### config.mk
export PLATFORM = sky130hd
export DESIGN_NAME = data_mem_access_ctrl
export DESIGN_NICKNAME = d
export VERILOG_FILES = /design/src/rtl/data_mem_access_ctrl.sv
export SDC_FILE = /design/constraint.sdc
export NUM_CORES = 1
export LEC_CHECK = 0
export BUFFER_PORTS_ARGS = -buffer_cell sky130_fd_sc_hd__buf_2
export CAP_MARGIN = 10
export CORE_UTILIZATION = 35
export DETAILED_ROUTE_END_ITERATION = 10
export SYNTH_ARGS = -nofsm -noshare
export SYNTH_HDL_FRONTEND = slang
export SYNTH_SLANG_ARGS = --single-unit
### constraint.sdc
create_clock -name clk -period 2.7 [get_ports clk]
set_input_delay 0 -clock clk [delete_from_list [all_inputs] [get_ports clk]]
set_output_delay 0 -clock clk [all_outputs]
set_load 0.01 [all_outputs]
### src/rtl/data_mem_access_ctrl.sv
// rtl/data_mem_access_ctrl.sv - load/store sequencer onto the split-handshake data SRAM port
// Builds byte lanes, stalls the pipe while an access is in flight, returns extended load data.
module data_mem_access_ctrl #(
  parameter int ADDR_W = 32,
  parameter int DATA_W = 32
) (
  input  logic              clk,
  input  logic              rst,
  input  logic              req_valid,
  input  logic              req_we,
  input  logic [1:0]        req_size,
  input  logic              req_unsigned,
  input  logic [ADDR_W-1:0] req_addr,
  input  logic [DATA_W-1:0] req_wdata,
  input  logic              flush,
  input  logic              pipe_hold,
  output logic              sram_req,
  output logic              sram_wr,
  output logic [3:0]        sram_wstrb,
  output logic [ADDR_W-1:0] sram_addr,
  output logic [DATA_W-1:0] sram_wdata,
  input  logic              sram_addr_ok,
  input  logic              sram_data_ok,
  input  logic [DATA_W-1:0] sram_rdata,
  output logic              stallreq,
  output logic              resp_valid,
  output logic [DATA_W-1:0] resp_rdata,
  output logic              err_adel,
  output logic              err_ades
);

  typedef enum logic [2:0] {S_IDLE, S_REQ, S_WAIT, S_DONE, S_CANCEL} state_t;

  state_t state, next_state;

  logic              cap_we;
  logic [1:0]        cap_size;
  logic              cap_unsigned;
  logic [ADDR_W-1:0] cap_addr;
  logic [3:0]        cap_wstrb;
  logic [DATA_W-1:0] cap_wdata;

  logic              in_idle, misaligned, accept;
  logic [3:0]        lane_wstrb;
  logic [DATA_W-1:0] lane_wdata;
  logic              cur_we, cur_unsigned;
  logic [1:0]        cur_size;
  logic [ADDR_W-1:0] cur_addr;
  logic [3:0]        cur_wstrb;
  logic [DATA_W-1:0] cur_wdata;
  logic [7:0]        byte_sel;
  logic [15:0]       half_sel;
  logic [DATA_W-1:0] load_ext, load_result;

  assign in_idle = (state == S_IDLE);

  always_comb begin
    misaligned = 1'b0;
    case (req_size)
      2'b00:   misaligned = 1'b0;
      2'b01:   misaligned = req_addr[0];
      default: misaligned = |req_addr[1:0];
    endcase
  end

  assign accept = in_idle && req_valid && !flush && !misaligned;

  always_comb begin
    lane_wstrb = 4'b0000;
    lane_wdata = req_wdata;
    case (req_size)
      2'b00: begin
        lane_wstrb = 4'b0001 << req_addr[1:0];
        lane_wdata = {4{req_wdata[7:0]}};
      end
      2'b01: begin
        lane_wstrb = req_addr[1] ? 4'b1100 : 4'b0011;
        lane_wdata = {2{req_wdata[15:0]}};
      end
      default: lane_wstrb = 4'b1111;
    endcase
    if (!req_we) lane_wstrb = 4'b0000;
  end

  // The accept cycle works straight off the EX inputs; later cycles use the captured copy.
  assign cur_we       = in_idle ? req_we       : cap_we;
  assign cur_size     = in_idle ? req_size     : cap_size;
  assign cur_unsigned = in_idle ? req_unsigned : cap_unsigned;
  assign cur_addr     = in_idle ? req_addr     : cap_addr;
  assign cur_wstrb    = in_idle ? lane_wstrb   : cap_wstrb;
  assign cur_wdata    = in_idle ? lane_wdata   : cap_wdata;

  always_comb begin
    byte_sel = 8'h00;
    case (cur_addr[1:0])
      2'd0: byte_sel = sram_rdata[7:0];
      2'd1: byte_sel = sram_rdata[15:8];
      2'd2: byte_sel = sram_rdata[23:16];
      2'd3: byte_sel = sram_rdata[31:24];
      default: byte_sel = 8'h00;
    endcase
    half_sel = cur_addr[1] ? sram_rdata[31:16] : sram_rdata[15:0];
    case (cur_size)
      2'b00:   load_ext = {{24{byte_sel[7] & ~cur_unsigned}}, byte_sel};
      2'b01:   load_ext = {{16{half_sel[15] & ~cur_unsigned}}, half_sel};
      default: load_ext = sram_rdata;
    endcase
    load_result = cur_we ? '0 : load_ext;
  end

  always_ff @(posedge clk) begin
    if (rst) state <= S_IDLE;
    else     state <= next_state;
  end

  // A flush that lands with or after addr_ok must still drain the data_ok beat.
  always_comb begin
    next_state = state;
    case (state)
      S_IDLE: begin
        if (accept) begin
          if (sram_addr_ok) next_state = sram_data_ok ? S_DONE : S_WAIT;
          else              next_state = S_REQ;
        end
      end
      S_REQ: begin
        if (sram_addr_ok) begin
          if (flush) next_state = sram_data_ok ? S_IDLE : S_CANCEL;
          else       next_state = sram_data_ok ? S_DONE : S_WAIT;
        end else if (flush) begin
          next_state = S_IDLE;
        end
      end
      S_WAIT: begin
        if (flush)             next_state = sram_data_ok ? S_IDLE : S_CANCEL;
        else if (sram_data_ok) next_state = S_DONE;
      end
      S_DONE: begin
        if (flush || !pipe_hold) next_state = S_IDLE;
      end
      S_CANCEL: begin
        if (sram_data_ok) next_state = S_IDLE;
      end
      default: next_state = S_IDLE;
    endcase
  end

  always_ff @(posedge clk) begin
    if (rst) begin
      cap_we       <= 1'b0;
      cap_size     <= 2'b00;
      cap_unsigned <= 1'b0;
      cap_addr     <= '0;
      cap_wstrb    <= 4'b0000;
      cap_wdata    <= '0;
      resp_rdata   <= '0;
    end else begin
      if (accept) begin
        cap_we       <= req_we;
        cap_size     <= req_size;
        cap_unsigned <= req_unsigned;
        cap_addr     <= req_addr;
        cap_wstrb    <= lane_wstrb;
        cap_wdata    <= lane_wdata;
      end
      if (next_state == S_DONE && state != S_DONE) resp_rdata <= load_result;
    end
  end

  always_comb begin
    sram_req   = accept || (state == S_REQ);
    sram_wr    = sram_req && cur_we;
    sram_wstrb = sram_req ? cur_wstrb : 4'b0000;
    sram_addr  = sram_req ? {cur_addr[ADDR_W-1:2], 2'b00} : '0;
    sram_wdata = sram_req ? cur_wdata : '0;
    stallreq   = accept || (state == S_REQ) || (state == S_WAIT) || (state == S_CANCEL);
    resp_valid = (state == S_DONE);
    err_adel   = in_idle && req_valid && misaligned && !req_we;
    err_ades   = in_idle && req_valid && misaligned && req_we;
  end

endmodule
==> out/summary.txt, run 1 <==
clock latency on the worst-skew pair: 360 ps
Slowest-stage cell, CP: or3_2
Netlist cell types: 53
Avg Inst Size Synth: 7.43 sq um
routed wire length: 19,800 microns
Slew HR: 43.5%
clk slew on worst S/H paths: 80 ps
vias in the first global route: 5,901
Resized Gates After CTS: 0
kind of start point of the critical path: flip-flop
Die X: 132 microns
unrepaired setup endpoints after global routing: no
Wirelength per Cell: 15.8 microns
Main synth FF type: dfxtp_1
flops & latches, synth: 107
power density cells: 475 mW/mm^2
fraction of layout cells with a size suffix above 1: 26.3%
max-slew violation count: 0
commonest non-fill, non-tap cell in the layout: nand2_1
Root Buffer: clkbuf_16
Max Root-Sink Buffers: 2
delay-heaviest family, CP: simple AND/OR/NAND/NOR gates
achievable clock frequency: 415 MHz
Setup WS pre-CTS: 303 ps
Global Route Usage Sum: 22.0%
initial DRC count: 493
largest net degree at the start of global routing: 83
CP Cell Sequence: or3_2 > mux2_2 > a31o_1 > or2_1 > a32o_1
Util after Layout: 48.6%
post-route ant nets: 0
Crit path arrival time: 2670 ps
Post-synth EDFFs: 0
worst-margin pin slew: 848 ps
overflow left after global routing: 0
H-tree levels: 3
crit end category: flip-flop
Buf/Inv on CP: 0
Area Growth Syn to Fin: 36.3%
Setup CP Type: reg -> reg
# port buffers: 210
critical path required time: 2950 ps
Slowest Stage Delay on Critical Path: 610 ps
Synth Warn #: 0
R2R setup slack: 290 ps
TritonCTS clock tree: yes
num ports: 213
DR pass1 iterations: 6
dpl hpwl: 13,000 microns
most frequent cells in the layout: nand2_1 (220), buf_2 (210), a21oi_1 (113)
min-delay src: sram_rdata[29]
status: finished, final reports clean
TritonCTS buffer count: 9
Leakage: 3.52 nW
post-layout min period: 2410 ps
Initial Util: 35.7%
Worst Slack Setup Final: 288 ps
CP startpoint: state[2]$_SDFF_PP0_
Die ar.: 0.0173 sq mm
initial antenna violation count: 3
nets: 1,133
routability cong.: 0.894
die height: 132 microns
crit-path max FO: 16
vias per cell: 5.23
Setup TNS: 0 ps
# setup viols final: 0
CORE AREA: 0.0165 sq mm
Max IR drop VDD: 0.309 mV
Seq/Total Area, Yosys: 36.5%
total number of vias: 6,562
Hold Path Class: in -> reg
first-pass GRT wire length: 31,100 microns
total clock sinks: 107
final hold violations: 0
Setup Skew: 13.3 ps
worst reg2reg path startpoint: state[2]$_SDFF_PP0_
synthesized cell area: 0.00588 sq mm
Post-Synthesis Cells: 791
period utilization: 89.3%
Post-synth ARST share: 0%
power consumption: 3.80 mW
fillers: 1,670
row count: 47
post-route DRC violation count: 0
Max Cap Viol: 0
[cell usage after synthesis (all sizes together) (2+ instances only)]
cell,number,share of area [%]
a2111oi,3,0.77
a211oi,34,4.3
a21o,17,2.2
a21oi,114,9.7
a221oi,7,1.0
a222oi,7,1.2
a31o,2,0.30
a31oi,3,0.32
a32o,17,2.9
buf,24,2.4
clkbuf,50,3.2
dfxtp,107,36
inv,14,0.89
mux2,9,1.7
mux2i,32,5.7
nand2,220,14
nand2b,5,0.53
nor2,58,3.7
nor2b,4,0.43
nor3,3,0.45
o211ai,4,0.51
o21ai,12,1.0
o2bb2ai,7,1.0
o32a,2,0.34
o32ai,10,1.5
or2,4,0.43
or3,4,0.43
[repair_timing]
item                                    in CTS  in global routing
endpoints found under the setup margin       0                  0
setup buffers                                0                  0
endpoints found under the hold margin       58                  0
hold buffers                                62                  0
[layout make-up]
cell class / count / area, sq um / share of cell area [%]
Sequential cell: 107 / 2140 / 26.7
Tap cell: 220 / 275 / 3.44
Clock inverter: 6 / 55.1 / 0.687
Multi-Input combinational cell: 597 / 3380 / 42.2
Antenna cell: 3 / 7.51 / 0.0937
Timing Repair Buffer: 297 / 1870 / 23.4
Inverter: 14 / 52.6 / 0.656
Clock buffer: 10 / 229 / 2.86
[worst reg2reg max path, stage by stage, from the launching register on]
cell and delay, ps:
dfxtp_1 310, or3_2 610, mux2_2 410, a31o_1 210
or2_1 460, a32o_1 330
[cell families after synthesis]
family	after synthesis	share of synthesized area, %
and+or+nand+nor	306	21.0
AOI/OAI and AO/OA	247	28.5
DFF	107	36.5
buffers and inverters	88	6.47
muxes	41	7.39
xor gates and xnor gates	1	0.149
other	1	0.0638
[metal layers]
layer	global-route usage, %	part of all wire, %
met1	30.1	47
met2	34.6	46
met3	3.78	5.6
met4	8.20	2.2
met5	0	0
[flip-flops by register name, summed over array words and instances (netlist names)]
register / count
cap_unsigned: 1
cap_wdata: 32
state: 3
cap_wstrb: 4
cap_we: 1
resp_rdata: 32
cap_size: 2
cap_addr: 32
[metrics by stage]
step,std cells,hold WS (ps),area (sq um)
after detailed placement,1173,241,7100
after global routing,1253,14.0,8010
after global placement,1173,243,7100
final,1254,12.8,8010
after CTS,1251,4.18,8000
after floorplan,792,79.3,5880
[report_power, final]
part	leakage, nW	switching [mW]	internal (mW)	total, mW
Combinational	2.51	0.497	0.352	0.850
Sequential	0.867	0.0236	1.62	1.65
Clock	0.140	0.655	0.650	1.31
Total	3.52	1.18	2.62	3.80
[path summary, 6_finish.rpt]
check                                                   end  cells past startpoint
worst max-delay path            resp_rdata[30]$_SDFFE_PP0P_                      5
worst min-delay path            resp_rdata[29]$_SDFFE_PP0P_                      3
worst max register to register  resp_rdata[30]$_SDFFE_PP0P_                      5
worst min register to register     cap_addr[7]$_SDFFE_PP0N_                      2
Note: power is estimated with default switching activity, not from simulation.
==> run 2: changes to the inputs <==
Settings changed: CTS_BUF_LIST set to sky130_fd_sc_hd__clkbuf_8.
==> run 2 against run 1 <==
Compared with the run above: hold slack improved by 9.3 ps; clock skew up 4.6 ps; first-iteration DRC count decreased by 8.1%; clock power decreased by 25%; via count increased by 1.4%; die area did not move; final cell count grew 1.0%; core utilization up 0.22 points; non-clock buffer count grew 14; register-to-register slack hardly changed; clock-buffer cell count down 1; global-route usage grew 0.37 points.
==> out/summary.txt, run 2 (synthesis results as in run 1) <==
kind of start point of the critical path: flip-flop
critical path required time: 3000 ps
TritonCTS buffer count: 9
unrepaired setup endpoints after global routing: no
R2R setup slack: 290 ps
overflow left after global routing: 0
largest net degree at the start of global routing: 83
max-slew violation count: 0
crit-path max FO: 16
crit end category: flip-flop
hold-fix buffers at CTS: 76
# setup viols final: 0
Resized Gates After CTS: 0
nets: 1,147
initial antenna violation count: 2
Initial Util: 35.7%
largest registers: cap_addr: 32 flops, cap_wdata: 32 flops, resp_rdata: 32 flops
period utilization: 89.2%
total number of vias: 6,652
Wirelength per Cell: 15.8 microns
total clock sinks: 107
initial DRC count: 453
storage element area: 0.00214 sq mm
min-delay src: req_wdata[26]
Max IR drop VDD: 0.232 mV
Setup Skew: 17.9 ps
first-pass GRT wire length: 31,500 microns
die height: 132 microns
hold path depth: 5
dpl hpwl: 13,000 microns
clock latency on the worst-skew pair: 390 ps
vias per cell: 5.25
fin cells: 1,267
# port buffers: 210
multi-input logic area: 0.00338 sq mm
status: finished, final reports clean
Slew HR: 43.1%
power density cells: 434 mW/mm^2
fraction of layout cells with a size suffix above 1: 25.9%
Hold Path Class: in -> reg
H-tree levels: 3
Root Buffer: clkbuf_8
worst reg2reg path startpoint: state[2]$_SDFF_PP0_
Die X: 132 microns
TritonCTS clock tree: yes
Leakage: 3.53 nW
final hold violations: 0
achievable clock frequency: 415 MHz
R2R depth: 5
routability cong.: 0.894
post-layout min period: 2410 ps
num ports: 213
worst-margin pin slew: 854 ps
Global Route Usage Sum: 22.4%
dpl cells: 1,173
Crit path arrival time: 2700 ps
RR Endpoint: resp_rdata[30]$_SDFFE_PP0P_
fillers: 1,668
Setup TNS: 0 ps
clk slew on worst S/H paths: 120 ps
hold endpoint: cap_wdata[26]$_SDFFE_PP0N_
Die ar.: 0.0173 sq mm
post-route DRC violation count: 0
most frequent cells in the layout: nand2_1 (220), buf_2 (210), a21oi_1 (113)
Area Growth Syn to Fin: 36.9%
DR pass1 iterations: 5
Setup CP Type: reg -> reg
post-route ant nets: 0
post-CTS setup buffers: 0
vias in the first global route: 6,011
Max Root-Sink Buffers: 2
Max Cap Viol: 0
routed wire length: 20,000 microns
row count: 47
CORE AREA: 0.0165 sq mm
commonest non-fill, non-tap cell in the layout: nand2_1
==> run 2: stage by stage <==
stage               setup WS (ps)  util [%]  hold slack (ps)  power, mW  instance area, sq um
floorplan                     377         -             79.3       2.17                  5880
global route                  211      48.9             18.6       3.67                  8040
detailed placement            303      43.1              241       2.46                  7100
finish                        292      48.9             22.0       3.49                  8050
global placement              316      43.1              243       2.46                  7100
CTS                           313      48.8             2.30       3.53                  8040
==> run 2: layout make-up <==
cell class / instances / share of cell area, %
Multi-Input combinational cell: 597 / 42.0
Sequential cell: 107 / 26.6
Timing Repair Buffer: 311 / 25.0
Tap cell: 220 / 3.42
Clock buffer: 9 / 1.54
Clock inverter: 7 / 0.731
Inverter: 14 / 0.653
Antenna cell: 2 / 0.0622
==> run 2: how the worst max path moves through the flow <==
stage | startpoint | to | cells after the start
floorplan | state[2]$_SDFF_PP0_ | resp_rdata[21]$_SDFFE_PP0P_ | 9
global placement | state[2]$_SDFF_PP0_ | resp_rdata[21]$_SDFFE_PP0P_ | 5
detailed placement | state[2]$_SDFF_PP0_ | resp_rdata[30]$_SDFFE_PP0P_ | 5
CTS | state[2]$_SDFF_PP0_ | resp_rdata[16]$_SDFFE_PP0P_ | 5
global route | state[2]$_SDFF_PP0_ | sram_wdata[15] | 8
finish | state[2]$_SDFF_PP0_ | resp_rdata[30]$_SDFFE_PP0P_ | 5
==> run 2: routing by layer <==
metal	wire length [microns]	track usage, %	up-vias
met3	1110	4.09	39
met4	504	8.33	0
met5	0	0	-
met2	9130	35.6	251
li1	-	-	3271
met1	9260	30.1	3091
==> run 2: critical path, stage by stage, from the launching register on <==
cell and delay (ps):
dfxtp_1 320, or3_2 610, mux2_2 410, a31o_1 210
or2_1 450, a32o_1 320
==> run 2: where the power goes <==
part	switching, mW	internal [mW]	leakage [nW]
clock network	0.625	0.355	0.0983
logic	0.501	0.365	2.57
registers	0.0236	1.62	0.867
==> run 3: changes to the inputs <==
Settings changed: CORE_MARGIN set to 10.
==> run 3 against run 2 <==
Compared with the run above: final cell count fell by 0.39%; setup slack got worse by 76 ps; critical path depth did not move; via count fell by 1.3%; critical endpoint unchanged; largest power group unchanged; hold slack improved by 4.4 ps.
==> out/summary.txt, run 3 (synthesis results as in run 1) <==
status: finished, final reports clean
Worst Slack Setup Final: 216 ps
most frequent cells in the layout: nand2_1 (220), buf_2 (210), a21oi_1 (113)
routability cong.: 0.835
clk slew on worst S/H paths: 100 ps
fin cells: 1,262
die height: 150 microns
worst reg2reg path startpoint: state[2]$_SDFF_PP0_
routed wire length: 22,200 microns
commonest non-fill, non-tap cell in the layout: nand2_1
# port buffers: 210
hold endpoint: resp_rdata[30]$_SDFFE_PP0P_
overflow left after global routing: 0
post-route ant nets: 0
final design area excluding fillers: 0.00802 sq mm
post-layout min period: 2480 ps
storage element area: 0.00214 sq mm
post-CTS setup buffers: 0
hold path depth: 3
multi-input logic area: 0.00338 sq mm
Wirelength per Cell: 17.6 microns
critical path required time: 3020 ps
vias per cell: 5.20
R2R setup slack: 220 ps
row count: 47
worst-margin pin slew: 1210 ps
TritonCTS clock tree: yes
power density cells: 440 mW/mm^2
unrepaired setup endpoints after global routing: no
Hold Path Class: in -> reg
vias in the first global route: 6,281
fillers: 1,657
kind of start point of the critical path: flip-flop
R2R depth: 5
# setup viols final: 0
Area Growth Syn to Fin: 36.4%
largest net degree at the start of global routing: 77
crit-path max FO: 16
Root Buffer: clkbuf_8
Initial Util: 35.6%
Global Route Usage Sum: 19.2%
fraction of layout cells with a size suffix above 1: 26.0%
total clock sinks: 107
Setup Skew: 14.1 ps
worst hold margin: 26.4 ps
achievable clock frequency: 403 MHz
num ports: 213
H-tree levels: 3
Setup TNS: 0 ps
max-slew violation count: 0
total number of vias: 6,568
Max Cap Viol: 0
dpl hpwl: 15,100 microns
largest registers: cap_addr: 32 flops, cap_wdata: 32 flops, resp_rdata: 32 flops
Setup CP Type: reg -> reg
period utilization: 92.0%
Die ar.: 0.0224 sq mm
Max Root-Sink Buffers: 2
initial antenna violation count: 1
DR pass1 iterations: 9
crit end category: flip-flop
Setup WS pre-CTS: 279 ps
TritonCTS buffer count: 9
Cell Area, Placed: 0.00710 sq mm
RR Endpoint: resp_rdata[30]$_SDFFE_PP0P_
Util after Layout: 48.5%
power consumption: 3.53 mW
Die X: 150 microns
clock latency on the worst-skew pair: 380 ps
Max IR drop VDD: 0.269 mV
Leakage: 3.52 nW
nets: 1,143
post-route DRC violation count: 0
final hold violations: 0
initial DRC count: 560
CORE AREA: 0.0165 sq mm
dpl cells: 1,173
Slew HR: 18.9%
min-delay src: sram_rdata[30]
first-pass GRT wire length: 35,000 microns
Crit path arrival time: 2800 ps
[run 3: cell types whose count changed in the layout (fill, tap and decap cells not counted), sizes merged]
cell / change
bufinv: +1
clkbuf: +1
clkinv: +2
diode: +1
dlygate4sd3: -4
inv: -6
[run 3: repair_timing]
item | 4_1_cts | 5_1_grt
endpoints found under the hold margin | 70 | 0
resized for setup | 0 | 0
setup endpoints to repair | 0 | 0
hold buffers | 72 | 0
[run 3: per-layer routing]
metal / GRT usage (%) / wire [microns] / vias up / share of wire, %
li1: - / - / 3272 / -
met3: 4.68 / 1480 / 32 / 6.7
met2: 30.8 / 10600 / 225 / 48
met1: 24.7 / 9740 / 3039 / 44
met5: 0 / 0 / - / 0
met4: 5.84 / 384 / 0 / 1.7
[run 3: area by class of cell]
class / instances / share of cell area (%)
Antenna cell: 3 / 0.0936
Clock buffer: 10 / 1.72
Clock inverter: 4 / 0.656
Inverter: 14 / 0.656
Multi-Input combinational cell: 597 / 42.1
Sequential cell: 107 / 26.7
Tap cell: 220 / 3.43
Timing Repair Buffer: 307 / 24.6
[run 3: worst max-delay path: stages (launching register included)]
cell and delay (ps):
dfxtp_1 320, or3_2 630, a2111oi_0 450, o32a_1 250
or2_1 510, a32o_1 270
[run 3: worst max path at each step]
stage	depth (start not counted)	end	slack, ps	start
after floorplan	9	resp_rdata[21]$_SDFFE_PP0P_	380	state[2]$_SDFF_PP0_
after global placement	5	resp_rdata[21]$_SDFFE_PP0P_	300	state[2]$_SDFF_PP0_
after CTS	5	resp_rdata[30]$_SDFFE_PP0P_	250	state[2]$_SDFF_PP0_
after global routing	5	resp_rdata[30]$_SDFFE_PP0P_	120	state[2]$_SDFF_PP0_
final	5	resp_rdata[30]$_SDFFE_PP0P_	220	state[2]$_SDFF_PP0_
after detailed placement	5	resp_rdata[30]$_SDFFE_PP0P_	280	state[2]$_SDFF_PP0_
[run 3: power breakdown]
part / switching, mW / total, mW / leakage [nW] / internal [mW]
clock: 0.567 / 1.01 / 0.0982 / 0.447
sequential: 0.0235 / 1.65 / 0.867 / 1.62
combinational: 0.503 / 0.866 / 2.55 / 0.363
